$ cat src/rtl/pll_seq_pkg.sv
// Shared definitions for the PLL lock sequencer: FSM state encoding and
// the helper that sizes the single shared phase counter.
package pll_seq_pkg;

  typedef enum logic [2:0] {
    RESET_PLL = 3'd0,
    WAIT_LOCK = 3'd1,
    STABLE    = 3'd2,
    RELEASE   = 3'd3,
    RUN       = 3'd4,
    FAIL      = 3'd5
  } seq_state_e;

  // Width needed to hold the largest terminal count of any phase.
  function automatic int cnt_width(input int rst_pulse, input int lock_timeout,
                                   input int lock_stable, input int release_span);
    int m;
    m = rst_pulse;
    if (lock_timeout > m) m = lock_timeout;
    if (lock_stable > m) m = lock_stable;
    if (release_span > m) m = release_span;
    return (m < 2) ? 1 : $clog2(m);
  endfunction

endpackage

$ cat src/rtl/sync2.sv
// Two-flop asynchronous-reset synchroniser. It brings PLL lock into the
// sequencer's domain, and consumers reuse it to re-time their rst_out bit.
module sync2 #(
  parameter int   WIDTH   = 1,
  parameter logic RST_VAL = 1'b0
) (
  input  logic             clk,
  input  logic             rst_n,
  input  logic [WIDTH-1:0] d_i,
  output logic [WIDTH-1:0] q_o
);

  logic [WIDTH-1:0] meta_q;
  logic [WIDTH-1:0] sync_q;

  // NOTE: flops use non-blocking assignments so both stages sample the
  // pre-edge values; blocking here would collapse the chain into one flop.
  always_ff @(posedge clk or negedge rst_n) begin
    if (!rst_n) begin
      meta_q <= {WIDTH{RST_VAL}};
      sync_q <= {WIDTH{RST_VAL}};
    end else begin
      meta_q <= d_i;
      sync_q <= meta_q;
    end
  end

  assign q_o = sync_q;

endmodule

$ cat src/rtl/pll_lock_sequencer.sv
// PLL reset/lock sequencer with glitch filtering, timeout retry and staggered
// reset release. Define PLL_SEQ_RELOCK_CNT_EN to add the relock_cnt output.
module pll_lock_sequencer
  import pll_seq_pkg::*;
#(
  parameter int NUM_RST      = 3,
  parameter int RST_PULSE    = 16,
  parameter int LOCK_TIMEOUT = 65536,
  parameter int LOCK_STABLE  = 1024,
  parameter int STAGGER      = 16,
  parameter int MAX_RETRY    = 3
) (
  input  logic               clkin,
  input  logic               rst_n,
  input  logic               locked,
  output logic               pll_rst,
  output logic [NUM_RST-1:0] rst_out,
  output logic               ready,
  output logic               fail,
  output logic [7:0]         retry_cnt
`ifdef PLL_SEQ_RELOCK_CNT_EN
  ,
  output logic [15:0]        relock_cnt
`endif
);

  localparam int CW = cnt_width(RST_PULSE, LOCK_TIMEOUT, LOCK_STABLE, NUM_RST * STAGGER);

  localparam logic [CW-1:0] PULSE_END   = CW'(RST_PULSE - 1);
  localparam logic [CW-1:0] TIMEOUT_END = CW'(LOCK_TIMEOUT - 1);
  localparam logic [CW-1:0] STABLE_END  = CW'(LOCK_STABLE - 1);
  localparam logic [7:0]    RETRY_MAX   = 8'(MAX_RETRY);

  seq_state_e         state_q;
  logic [CW-1:0]      cnt_q;
  logic               pll_rst_q;
  logic [NUM_RST-1:0] rst_out_q;
  logic               ready_q;
  logic               fail_q;
  logic [7:0]         retry_q;
  logic               lock_s;
  logic [NUM_RST-1:0] rel_hit;
  logic               lock_lost;
`ifdef PLL_SEQ_RELOCK_CNT_EN
  logic [15:0]        relock_q;
`endif

  sync2 #(.WIDTH(1), .RST_VAL(1'b0)) u_lock_sync (
    .clk   (clkin),
    .rst_n (rst_n),
    .d_i   (locked),
    .q_o   (lock_s)
  );

  // Channel i is released on the edge where the counter ends its stagger slot.
  // NOTE: every always_comb output gets a default first so no latch is inferred.
  always_comb begin
    rel_hit = '0;
    for (int i = 0; i < NUM_RST; i++) begin
      rel_hit[i] = (cnt_q == CW'((i + 1) * STAGGER - 1));
    end
  end

  assign lock_lost = !lock_s && (state_q == RELEASE || state_q == RUN);

  always_ff @(posedge clkin or negedge rst_n) begin
    if (!rst_n) begin
      state_q   <= RESET_PLL;
      cnt_q     <= '0;
      pll_rst_q <= 1'b1;
      rst_out_q <= '1;
      ready_q   <= 1'b0;
      fail_q    <= 1'b0;
      retry_q   <= '0;
`ifdef PLL_SEQ_RELOCK_CNT_EN
      relock_q  <= '0;
`endif
    end else if (lock_lost) begin
      // Lock dropped after a good lock: re-hold resets but do not touch the PLL.
      state_q   <= WAIT_LOCK;
      cnt_q     <= '0;
      rst_out_q <= '1;
      ready_q   <= 1'b0;
`ifdef PLL_SEQ_RELOCK_CNT_EN
      if (relock_q != 16'hFFFF) relock_q <= relock_q + 16'd1;
`endif
    end else begin
      case (state_q)
        RESET_PLL: begin
          if (cnt_q == PULSE_END) begin
            state_q   <= WAIT_LOCK;
            cnt_q     <= '0;
            pll_rst_q <= 1'b0;
          end else begin
            cnt_q <= cnt_q + CW'(1);
          end
        end
        WAIT_LOCK: begin
          if (lock_s) begin
            state_q <= STABLE;
            cnt_q   <= '0;
          end else if (cnt_q == TIMEOUT_END) begin
            cnt_q <= '0;
            if (retry_q == RETRY_MAX) begin
              state_q   <= FAIL;
              fail_q    <= 1'b1;
              pll_rst_q <= 1'b0;
              rst_out_q <= '1;
            end else begin
              state_q   <= RESET_PLL;
              pll_rst_q <= 1'b1;
              retry_q   <= retry_q + 8'd1;
            end
          end else begin
            cnt_q <= cnt_q + CW'(1);
          end
        end
        STABLE: begin
          if (!lock_s) begin
            state_q <= WAIT_LOCK;
            cnt_q   <= '0;
          end else if (cnt_q == STABLE_END) begin
            state_q <= RELEASE;
            cnt_q   <= '0;
          end else begin
            cnt_q <= cnt_q + CW'(1);
          end
        end
        RELEASE: begin
          rst_out_q <= rst_out_q & ~rel_hit;
          if (rel_hit[NUM_RST-1]) begin
            state_q <= RUN;
            ready_q <= 1'b1;
            retry_q <= '0;
          end else begin
            cnt_q <= cnt_q + CW'(1);
          end
        end
        RUN, FAIL: ;
        default: begin
          state_q   <= RESET_PLL;
          cnt_q     <= '0;
          pll_rst_q <= 1'b1;
          rst_out_q <= '1;
          ready_q   <= 1'b0;
        end
      endcase
    end
  end

  assign pll_rst   = pll_rst_q;
  assign rst_out   = rst_out_q;
  assign ready     = ready_q;
  assign fail      = fail_q;
  assign retry_cnt = retry_q;
`ifdef PLL_SEQ_RELOCK_CNT_EN
  assign relock_cnt = relock_q;
`endif

endmodule

$ cat config.mk
export PLATFORM = sky130hd
export DESIGN_NAME = pll_lock_sequencer
export DESIGN_NICKNAME = d
export VERILOG_FILES = /design/src/rtl/pll_seq_pkg.sv /design/src/rtl/sync2.sv /design/src/rtl/pll_lock_sequencer.sv
export SDC_FILE = /design/constraint.sdc
export NUM_CORES = 1
export LEC_CHECK = 0
export BUFFER_PORTS_ARGS = -buffer_cell sky130_fd_sc_hd__buf_4
export CAP_MARGIN = 40
export CORE_MARGIN = 2
export CORE_UTILIZATION = 45
export DETAILED_ROUTE_END_ITERATION = 10
export PLACE_DENSITY_LB_ADDON = 0.2
export RECOVER_POWER = 25
export SLEW_MARGIN = 20
export SYNTH_ARGS = -nofsm -noshare
export SYNTH_HDL_FRONTEND = slang
export SYNTH_SLANG_ARGS = --single-unit
$ cat constraint.sdc
create_clock -name clkin -period 2.64 [get_ports clkin]
set_clock_uncertainty 0.2 [all_clocks]
set_input_delay 0.132 -clock clkin [delete_from_list [all_inputs] [get_ports clkin]]
set_output_delay 0.132 -clock clkin [all_outputs]
set_load 0.01 [all_outputs]
==> results.py, run 1 <==
metrics = {
    "run_status": {
        "status": "finished with violations",
        "violations": "max-capacitance violations, max-slew violations",
    },
    "critical_path": {
        "path_class": "flop to flop",
        "r2r_slack_ns": 0.10,
        "required_ns": 2.63,
        "worst_ep_arrival_time_ns": 2.53,
        "start_kind": "flop",
        "cpMaxStageDelayCell": "o41ai_4",
        "cpPeakStageDelay_ns": 0.42,
        "endpoint_kind": "flop",
        "crit_chain": "ha_2, nand4_1, nor3_2, a2111oi_4, o41ai_4, buf_6, buf_4, o21ai_1, a22o_1",
        "cp_max_fo": 7,
    },
    "place": {
        "dpl.hpwl_mm": 3.46,
        "port_buffers": 16,
        "gp_congestion": 0.840,
    },
    "floorplan": {
        "std_cell_rows": 24,
        "design.core.area_sq_mm": 0.00429,
        "die_h_um": 70.5,
        "die_area_sq_mm": 0.00497,
        "die_w_um": 70.5,
        "initial_core_util_pct": 46.4,
        "io_pins": 17,
    },
    "power_and_ir_drop": {
        "peakVddDrop_mv": 0.330,
        "power_density_mw_per_mm2": 748,
        "p_leak_nw": 1.16,
        "finalPower_w": 0.00193,
    },
    "clocking": {
        "cts_max_level": 2,
        "clk_pin_slew_ns": 0.08,
        "cts_root_buf": "clkbuf_8",
        "clock_latency_ns": 0.30,
        "cts_inserted_buffers": 5,
        "clkSinkCount": 35,
        "cts_max_path_buffers": 2,
        "cts_tree": "built",
    },
    "logic_synthesis": {
        "synth-async-reset-ratio_pct": 100,
        "synth.net_count": 220,
        "yosysSeqAreaShare_pct": 44.2,
        "synthFlopType": "dfrtp_1",
        "synth-warning-count": 0,
        "synth_seq_cells": 35,
        "synth_area_per_cell_sq_um": 9.26,
        "synth_edf_count": 0,
        "netlist_area_sq_mm": 0.00199,
        "yosysUniqueCellTypes": 46,
        "netlist_instances": 215,
    },
    "sta": {
        "slew_headroom_pct": -25.8,
        "fmax_mhz": 394,
        "setup_tns_ns": 0,
        "setup_viol_count_final": 0,
        "worst_pin_slew_ns": 1.89,
        "rsz0062_at_grt": "false",
        "slew_viol_final": 36,
        "min_period_over_period_pct": 96.2,
        "hold_viol": 0,
        "fin_crit_ns": 2.54,
    },
    "flow_run": {
        "cap_violations": 1,
    },
    "finish": {
        "area_growth_pct": 29.7,
        "layout-drive-gt1-share_pct": 30.1,
        "num-nets-final": 270,
        "final_common_cell": "buf_4",
        "antenna_cells": 0,
        "final_cell_mix": "46 x buf_4, 31 x dfrtp_1, 21 x nor2_1, 16 x o21ai_0, 15 x nand2_1",
    },
    "global_routing": {
        "grt_usage_pct": 20.0,
        "gr-total-overflow": 0,
        "grt_max_degree": 36,
        "first_global_vias": 1652,
        "antenna_found_initial": 0,
        "grt_pass1_wl_mm": 7.86,
    },
    "drt": {
        "vias": 1877,
        "wirelength_mm": 4.96,
        "first_pass_iters": 4,
        "drc": 0,
        "drt.antenna.violating_nets": 0,
        "detail_route.wl_per_cell_um": 15.6,
        "via_per_inst": 5.90,
        "drtIter0Drc": 89,
    },
    "hold_path": {
        "hp-class": "flop to flop",
    },
}
==> cell usage after synthesis (all sizes together) (3+ instances only) <==
| master | instances | area share (%) |
|---|---|---|
| dfrtp | 31 | 39 |
| nor2 | 24 | 4.6 |
| o21ai | 20 | 5.0 |
| nand2 | 15 | 2.8 |
| a21oi | 12 | 3.0 |
| nor3 | 11 | 2.8 |
| xor2 | 8 | 3.5 |
| a22o | 7 | 3.1 |
| and3 | 6 | 1.9 |
| inv | 6 | 1.1 |
| nor4 | 6 | 1.9 |
| clkbuf | 5 | 0.94 |
| nand3 | 5 | 1.3 |
| nand4 | 5 | 1.6 |
| a21o | 4 | 1.5 |
| dfstp | 4 | 5.3 |
| o2111ai | 4 | 1.8 |
| and2 | 3 | 0.94 |
| buf | 3 | 1.3 |
| nand2b | 3 | 0.94 |
| o2bb2ai | 3 | 1.3 |
| o41ai | 3 | 2.3 |
==> layout make-up <==
type	instances	area, sq um
Fill cell	377	1710
Clock buffer	5	68.8
Clock inverter	3	67.6
Multi-Input combinational cell	166	1090
Timing Repair Buffer	51	388
Tap cell	52	65.1
Inverter	6	22.5
Sequential cell	35	881
==> state kept, by name, summed over array words and instances (netlist names) <==
name / count
fail: 1
ready: 1
u_lock_sync.q_o: 1
cnt_q: 16
rst_out: 3
retry_cnt: 8
u_lock_sync.meta_q: 1
state_q: 3
pll_rst: 1
==> power breakdown <==
group	switching, W	total [W]	leakage, nW	internal [W]
sequential	0.0000511	0.000630	0.464	0.000579
combinational	0.000408	0.000713	0.634	0.000305
clock	0.000212	0.000588	0.0644	0.000377
total	0.000671	0.00193	1.16	0.00126
==> path summary, 6_finish.rpt <==
kind	depth (start not counted)	from	end
max	9	cnt_q[1]$_DFFE_PN0P_	cnt_q[2]$_DFFE_PN0P_
min	0	u_lock_sync.meta_q$_DFF_PN0_	u_lock_sync.q_o$_DFF_PN0_
max reg2reg	9	cnt_q[1]$_DFFE_PN0P_	cnt_q[2]$_DFFE_PN0P_
min reg2reg	0	u_lock_sync.meta_q$_DFF_PN0_	u_lock_sync.q_o$_DFF_PN0_
max in group asynchronous	2	rst_n	ready$_DFFE_PN0P_
min in group asynchronous	2	rst_n	state_q[0]$_DFFE_PN0P_
==> metrics by stage <==
stage                     hold WS [ns]  worst slack, ns  instances  area, sq um  util, %
final                            0.150            0.102        318         2580     60.2
after global routing             0.168          0.00838        318         2580     60.2
after CTS                        0.145          0.00842        313         2500     58.3
after detailed placement       -0.0806           0.0169        303         2340     54.5
after global placement         -0.0845           0.0460        303         2340     54.5
after floorplan                 -0.364            0.141        215         1990        -
==> metal layers <==
metal	wire [um]	share of wire (%)	GRT usage [%]	up-vias
met5	0	0	0	-
met4	84	1.7	6.71	0
met3	332	6.7	4.70	9
met2	2460	50	32.4	78
met1	2080	42	26.8	890
li1	-	-	-	900
==> repair_timing <==
action / in CTS / in global routing
cloned: 0 / 1
pin swaps: 0 / 4
resized for setup: 1 / 10
setup buffers: 0 / 4
hold endpoints to repair: 36 / 0
setup endpoints to repair: 1 / 20
hold buffers: 2 / 0
==> critical path: cells and delay by family, from the launching register on <==
family          cells  cell delay, ns
compound gates      4            0.78
fa+ha+maj           1            0.19
buf+inv             2            0.28
flops               1            0.39
simple gates        2            0.59
==> logic make-up after synthesis <==
family	share of synthesized area, %
XOR/XNOR	3.52
buffers and inverters	3.39
AND/OR/NAND/NOR	25.1
adder cells (fa/ha/maj)	1.26
AO/OA/AOI/OAI	22.0
flip-flops	44.2
multiplexers	0.565
Note: power is estimated with default switching activity, not from simulation.
==> inputs of run 2 (changes only) <==
- PLACE_DENSITY: not set -> 0.64
- PLACE_DENSITY_LB_ADDON: 0.2 -> not set
- SLEW_MARGIN: 20 -> 0
==> run 2 against run 1 <==
  * The flow still finishes with violations (max-capacitance violations, max-slew violations)
  * Cell area is 2.2% lower
  * Sequential share of layout area rose by 0.76 points
  * Sequential cell count is the same
  * Largest power group unchanged
  * Highest routed layer unchanged
==> results.py, run 2 (synthesized netlist as in run 1, its figures left out) <==
metrics = {
    "sta": {
        "hold_viol": 0,
        "fin_crit_ns": 2.50,
        "worst_pin_slew_ns": 1.87,
        "setup_tns_ns": 0,
        "rsz0062_at_grt": "false",
        "fmax_mhz": 400,
        "slew_viol_final": 36,
        "setup_viol_count_final": 0,
        "min_period_over_period_pct": 94.6,
        "fin_ws_ns": 0.142,
        "slew_headroom_pct": -24.5,
    },
    "critical_path": {
        "cp_max_fo": 5,
        "rr_endpoint": "cnt_q[3]$_DFFE_PN0P_",
        "worst_ep_arrival_time_ns": 2.47,
        "required_ns": 2.62,
        "reg2reg_depth": 7,
        "cpMaxStageDelayCell": "or4_4",
        "crit_start": "cnt_q[12]$_DFFE_PN0P_",
        "r2r_start": "cnt_q[12]$_DFFE_PN0P_",
        "endpoint_kind": "flop",
        "path_class": "flop to flop",
        "r2r_slack_ns": 0.14,
        "start_kind": "flop",
        "cpPeakStageDelay_ns": 0.57,
        "worstSetupEndpoint": "cnt_q[3]$_DFFE_PN0P_",
        "crit_chain": "or4_4, nor3_2, a2111oi_4, o41ai_4, buf_4, o21ai_0, a22o_1",
    },
    "run_status": {
        "violations": "max-capacitance violations, max-slew violations",
        "status": "finished with violations",
    },
    "hold_path": {
        "hold_depth": 0,
        "hp-class": "flop to flop",
    },
    "floorplan": {
        "design.core.area_sq_mm": 0.00429,
        "initial_core_util_pct": 46.4,
        "std_cell_rows": 24,
        "die_w_um": 70.5,
        "die_h_um": 70.5,
        "io_pins": 17,
        "die_area_sq_mm": 0.00497,
    },
    "place": {
        "gp_congestion": 0.854,
        "dpl_cell_area_sq_mm": 0.00236,
        "port_buffers": 16,
        "place_ws_ns": 0.0551,
        "dpl.hpwl_mm": 3.46,
    },
    "power_and_ir_drop": {
        "finalPower_w": 0.00175,
        "peakVddDrop_mv": 0.493,
        "power_density_mw_per_mm2": 694,
        "p_leak_nw": 1.14,
    },
    "clocking": {
        "cts_max_level": 2,
        "cts_max_path_buffers": 2,
        "cts_inserted_buffers": 5,
        "postCtsSetupRepairBufs": 0,
        "clk_pin_slew_ns": 0.07,
        "clock_latency_ns": 0.29,
        "clkSinkCount": 35,
        "cts_root_buf": "clkbuf_8",
        "cts_tree": "built",
    },
    "finish": {
        "layout-drive-gt1-share_pct": 28.0,
        "antenna_cells": 0,
        "num-nets-final": 268,
        "stdcell_area_sq_mm": 0.00253,
        "fill_cells": 390,
        "final_common_cell": "buf_4",
        "area_growth_pct": 26.9,
        "regMostFlops": "cnt_q",
        "multi_input_area_sq_mm": 0.00108,
        "regArea_sq_um": 881,
        "largest_reg_flops": 16,
        "final_cell_mix": "45 x buf_4, 31 x dfrtp_1, 23 x nor2_1, 16 x o21ai_0, 15 x nand2_1",
    },
    "drt": {
        "drt.antenna.violating_nets": 0,
        "vias": 1792,
        "drtIter0Drc": 87,
        "wirelength_mm": 4.75,
        "first_pass_iters": 5,
        "drc": 0,
        "via_per_inst": 5.67,
        "detail_route.wl_per_cell_um": 15.0,
    },
    "flow_run": {
        "cap_violations": 1,
    },
    "global_routing": {
        "grt_pass1_wl_mm": 7.80,
        "first_global_vias": 1623,
        "antenna_found_initial": 0,
        "grt_max_degree": 36,
        "gr-total-overflow": 0,
        "grt_usage_pct": 19.7,
    },
}
run 2: metal layers:
metal	vias up	share of wire, %	global-route usage [%]
met1	847	49	29.4
met3	8	4.8	3.56
met5	-	0	0
met2	37	44	29.2
li1	900	-	-
met4	0	1.6	6.50
run 2: what timing repair did:
action,CTS,global route
resized for setup,0,7
hold endpoints to repair,36,0
hold buffers,2,0
setup endpoints to repair,0,18
run 2: area by class of cell:
class	instances	share of cell area (%)
Clock inverter	1	1.19
Timing Repair Buffer	49	14.6
Sequential cell	35	34.9
Multi-Input combinational cell	166	42.9
Tap cell	52	2.57
Clock buffer	7	3.02
Inverter	6	0.891
run 2: worst max-delay path, delay by kind of cell (launching register included):
kind,cells,cell delay (ns)
DFF,1,0.38
buffers and inverters,1,0.19
AOI/OAI and AO/OA,4,0.86
and+or+nand+nor,2,0.76
run 2: metrics by stage:
stage               instances  hold WS [ns]  util [%]
global route              316         0.160      58.9
CTS                       316         0.148      58.0
finish                    316         0.155      58.9
global placement          306       -0.0936      55.1
detailed placement        306       -0.0860      55.1
floorplan                 215        -0.364         -
run 2: worst min-delay path by stage:
stage                                       startpoint                         to  slack, ns
after floorplan                                  rst_n       cnt_q[0]$_DFFE_PN0P_      -0.36
after global placement                           rst_n   retry_cnt[6]$_DFFE_PN0P_      -0.09
after detailed placement                         rst_n   retry_cnt[6]$_DFFE_PN0P_      -0.09
after CTS                                        rst_n       cnt_q[9]$_DFFE_PN0P_       0.15
after global routing      u_lock_sync.meta_q$_DFF_PN0_  u_lock_sync.q_o$_DFF_PN0_       0.16
final                     u_lock_sync.meta_q$_DFF_PN0_  u_lock_sync.q_o$_DFF_PN0_       0.16
run 2: power breakdown:
group | total [W] | switching (W) | internal, W
Clock | 0.000473 | 0.000190 | 0.000283
Combinational | 0.000642 | 0.000362 | 0.000280
Sequential | 0.000637 | 0.0000585 | 0.000579
==> inputs of run 3 (changes only) <==
- PLACE_DENSITY: 0.64 -> 0.62
- clock period: 2.64 -> 2.5 ns (I/O delays scaled with it)
==> run 3 against run 2 <==
  * The flow now finishes without violations
  * Cell area grew 6.8%
  * Clock power down 9.5%
  * Non-clock buffer count rose by 13
  * First-iteration DRC count rose by 31%
  * Die area did not move
  * Sequential power rose by 2%
  * Sequential cell count unchanged
  * Total power rose by 9.3%
  * Setup slack worse by 0.11 ns
  * Largest cell class unchanged
  * Highest routed layer unchanged
==> results.py, run 3 (synthesized netlist as in run 1, its figures left out) <==
metrics = {
    "floorplan": {
        "io_pins": 17,
        "die_w_um": 70.5,
        "die_area_sq_mm": 0.00497,
        "design.core.area_sq_mm": 0.00429,
        "die_h_um": 70.5,
        "initial_core_util_pct": 46.4,
        "std_cell_rows": 24,
    },
    "power_and_ir_drop": {
        "switchingPower_w": 0.000702,
        "clock_power_share_pct": 22.3,
        "internal_power_w": 0.00121,
        "power.share.sequential_pct": 33.9,
        "peakVddDrop_mv": 0.669,
        "combPwrFrac_pct": 43.7,
        "p_leak_nw": 1.24,
        "power_density_mw_per_mm2": 710,
        "swShare_pct": 36.6,
    },
    "drt": {
        "via_per_inst": 5.76,
        "drt.antenna.violating_nets": 0,
        "first_pass_iters": 5,
        "drtIter0Drc": 114,
        "drc": 0,
        "wirelength_mm": 5.11,
        "vias": 1894,
        "detail_route.wl_per_cell_um": 15.5,
    },
    "finish": {
        "stdcell_area_sq_mm": 0.00270,
        "final_cell_mix": "55 x buf_4, 31 x dfrtp_1, 19 x nor2_1, 15 x nand2_1, 14 x o21ai_0",
        "final_common_cell": "buf_4",
        "num-nets-final": 281,
        "area_growth_pct": 35.5,
        "fill_cells": 362,
        "post-route-util_pct": 62.8,
        "regArea_sq_um": 881,
        "antenna_cells": 0,
        "stdcell_count": 329,
        "largest_reg_flops": 16,
        "multi_input_area_sq_mm": 0.00116,
        "regMostFlops": "cnt_q",
        "layout-drive-gt1-share_pct": 35.7,
    },
    "run_status": {
        "status": "finished, final reports clean",
    },
    "critical_path": {
        "cp_max_fo": 6,
        "crit_start": "cnt_q[12]$_DFFE_PN0P_",
        "reg2reg_depth": 8,
        "crit_chain": "or4_4, nor3_4, a2111oi_4, o41ai_4, buf_6, buf_6, and2_4, nor2_1",
        "required_ns": 2.48,
        "endpoint_kind": "flop",
        "start_kind": "flop",
        "cpPeakStageDelay_ns": 0.57,
        "cpMaxStageDelayCell": "or4_4",
        "r2r_start": "cnt_q[12]$_DFFE_PN0P_",
        "crit_top_cell": "buf_6",
        "r2r_slack_ns": 0.03,
        "crit_buf_inv": 2,
        "worst_ep_arrival_time_ns": 2.45,
        "rr_endpoint": "cnt_q[15]$_DFFE_PN0P_",
        "cp_top_family": "simple AND/OR/NAND/NOR gates",
        "path_class": "flop to flop",
    },
    "hold_path": {
        "hold_depth": 0,
        "min_to": "u_lock_sync.q_o$_DFF_PN0_",
        "hp-start": "u_lock_sync.meta_q$_DFF_PN0_",
        "hp-class": "flop to flop",
    },
    "sta": {
        "fin_ws_ns": 0.0282,
        "setup_viol_count_final": 0,
        "worst_pin_slew_ns": 0.888,
        "slew_viol_final": 0,
        "fmax_mhz": 405,
        "rsz0062_at_grt": "true",
        "fin_crit_ns": 2.47,
        "worst_hold_slack_ns": 0.148,
        "min_period_over_period_pct": 98.9,
        "slew_headroom_pct": 40.8,
        "hold_viol": 0,
    },
    "clocking": {
        "cts_tree": "built",
        "clock_latency_ns": 0.29,
        "cts_max_level": 2,
        "clkSinkCount": 35,
        "cts_max_path_buffers": 2,
        "cts_inserted_buffers": 5,
        "clk_pin_slew_ns": 0.07,
        "cts_root_buf": "clkbuf_8",
    },
    "place": {
        "port_buffers": 16,
        "dpl.hpwl_mm": 3.63,
        "place_ws_ns": -0.0597,
        "gp_congestion": 0.869,
        "dpl_cell_area_sq_mm": 0.00242,
        "dp.cells": 314,
    },
    "global_routing": {
        "grt_usage_pct": 22.2,
        "gr-total-overflow": 0,
        "grt_max_degree": 36,
        "grt_pass1_wl_mm": 8.80,
        "first_global_vias": 1921,
        "antenna_found_initial": 0,
    },
    "flow_run": {
        "cap_violations": 0,
    },
}
run 3: power groups by stage:
stage / clock, W / sequential (W) / combinational (W)
after floorplan: 0 / 0.000658 / 0.000462
after global placement: 0 / 0.000659 / 0.000713
after detailed placement: 0 / 0.000661 / 0.000708
after CTS: 0.000439 / 0.000651 / 0.000780
after global routing: 0.000462 / 0.000659 / 0.000923
final: 0.000428 / 0.000651 / 0.000838
run 3: worst max-delay path by stage:
stage                            end  cells after the start
6_report       cnt_q[15]$_DFFE_PN0P_                      8
5_1_grt        cnt_q[15]$_DFFE_PN0P_                      8
4_1_cts         cnt_q[9]$_DFFE_PN0P_                     10
3_5_place_dp    cnt_q[2]$_DFFE_PN0P_                      7
3_3_place_gp    cnt_q[3]$_DFFE_PN0P_                     10
2_1_floorplan   cnt_q[6]$_DFFE_PN0P_                      7
run 3: layer usage:
layer | vias to the layer above | track usage (%) | routed length [um]
met2 | 56 | 37.8 | 2500
met1 | 906 | 28.4 | 2290
met4 | 0 | 7.34 | 83
met3 | 9 | 4.56 | 237
met5 | - | 0 | 0
li1 | 923 | - | -
run 3: timing repair:
action                                  CTS  global route
gates resized for setup                  13            16
endpoints found under the hold margin    36             0
endpoints found under the setup margin   16            20
pin swaps                                 4             8
buffers inserted                          2             2
hold buffers                              2             0
cloned                                    1             0
run 3: final cells by class:
| class | count | share of cell area, % |
|---|---|---|
| Timing Repair Buffer | 62 | 17.8 |
| Inverter | 6 | 0.834 |
| Multi-Input combinational cell | 166 | 43.0 |
| Sequential cell | 35 | 32.6 |
| Clock buffer | 7 | 3.20 |
| Tap cell | 52 | 2.41 |
| Clock inverter | 1 | 0.185 |
run 3: through the flow:
step | TNS, ns | total power [W]
final | 0 | 0.00192
after global routing | -0.145 | 0.00204
after CTS | 0 | 0.00187
after detailed placement | -0.544 | 0.00137
after global placement | -1.14 | 0.00137
after floorplan | 0 | 0.00112
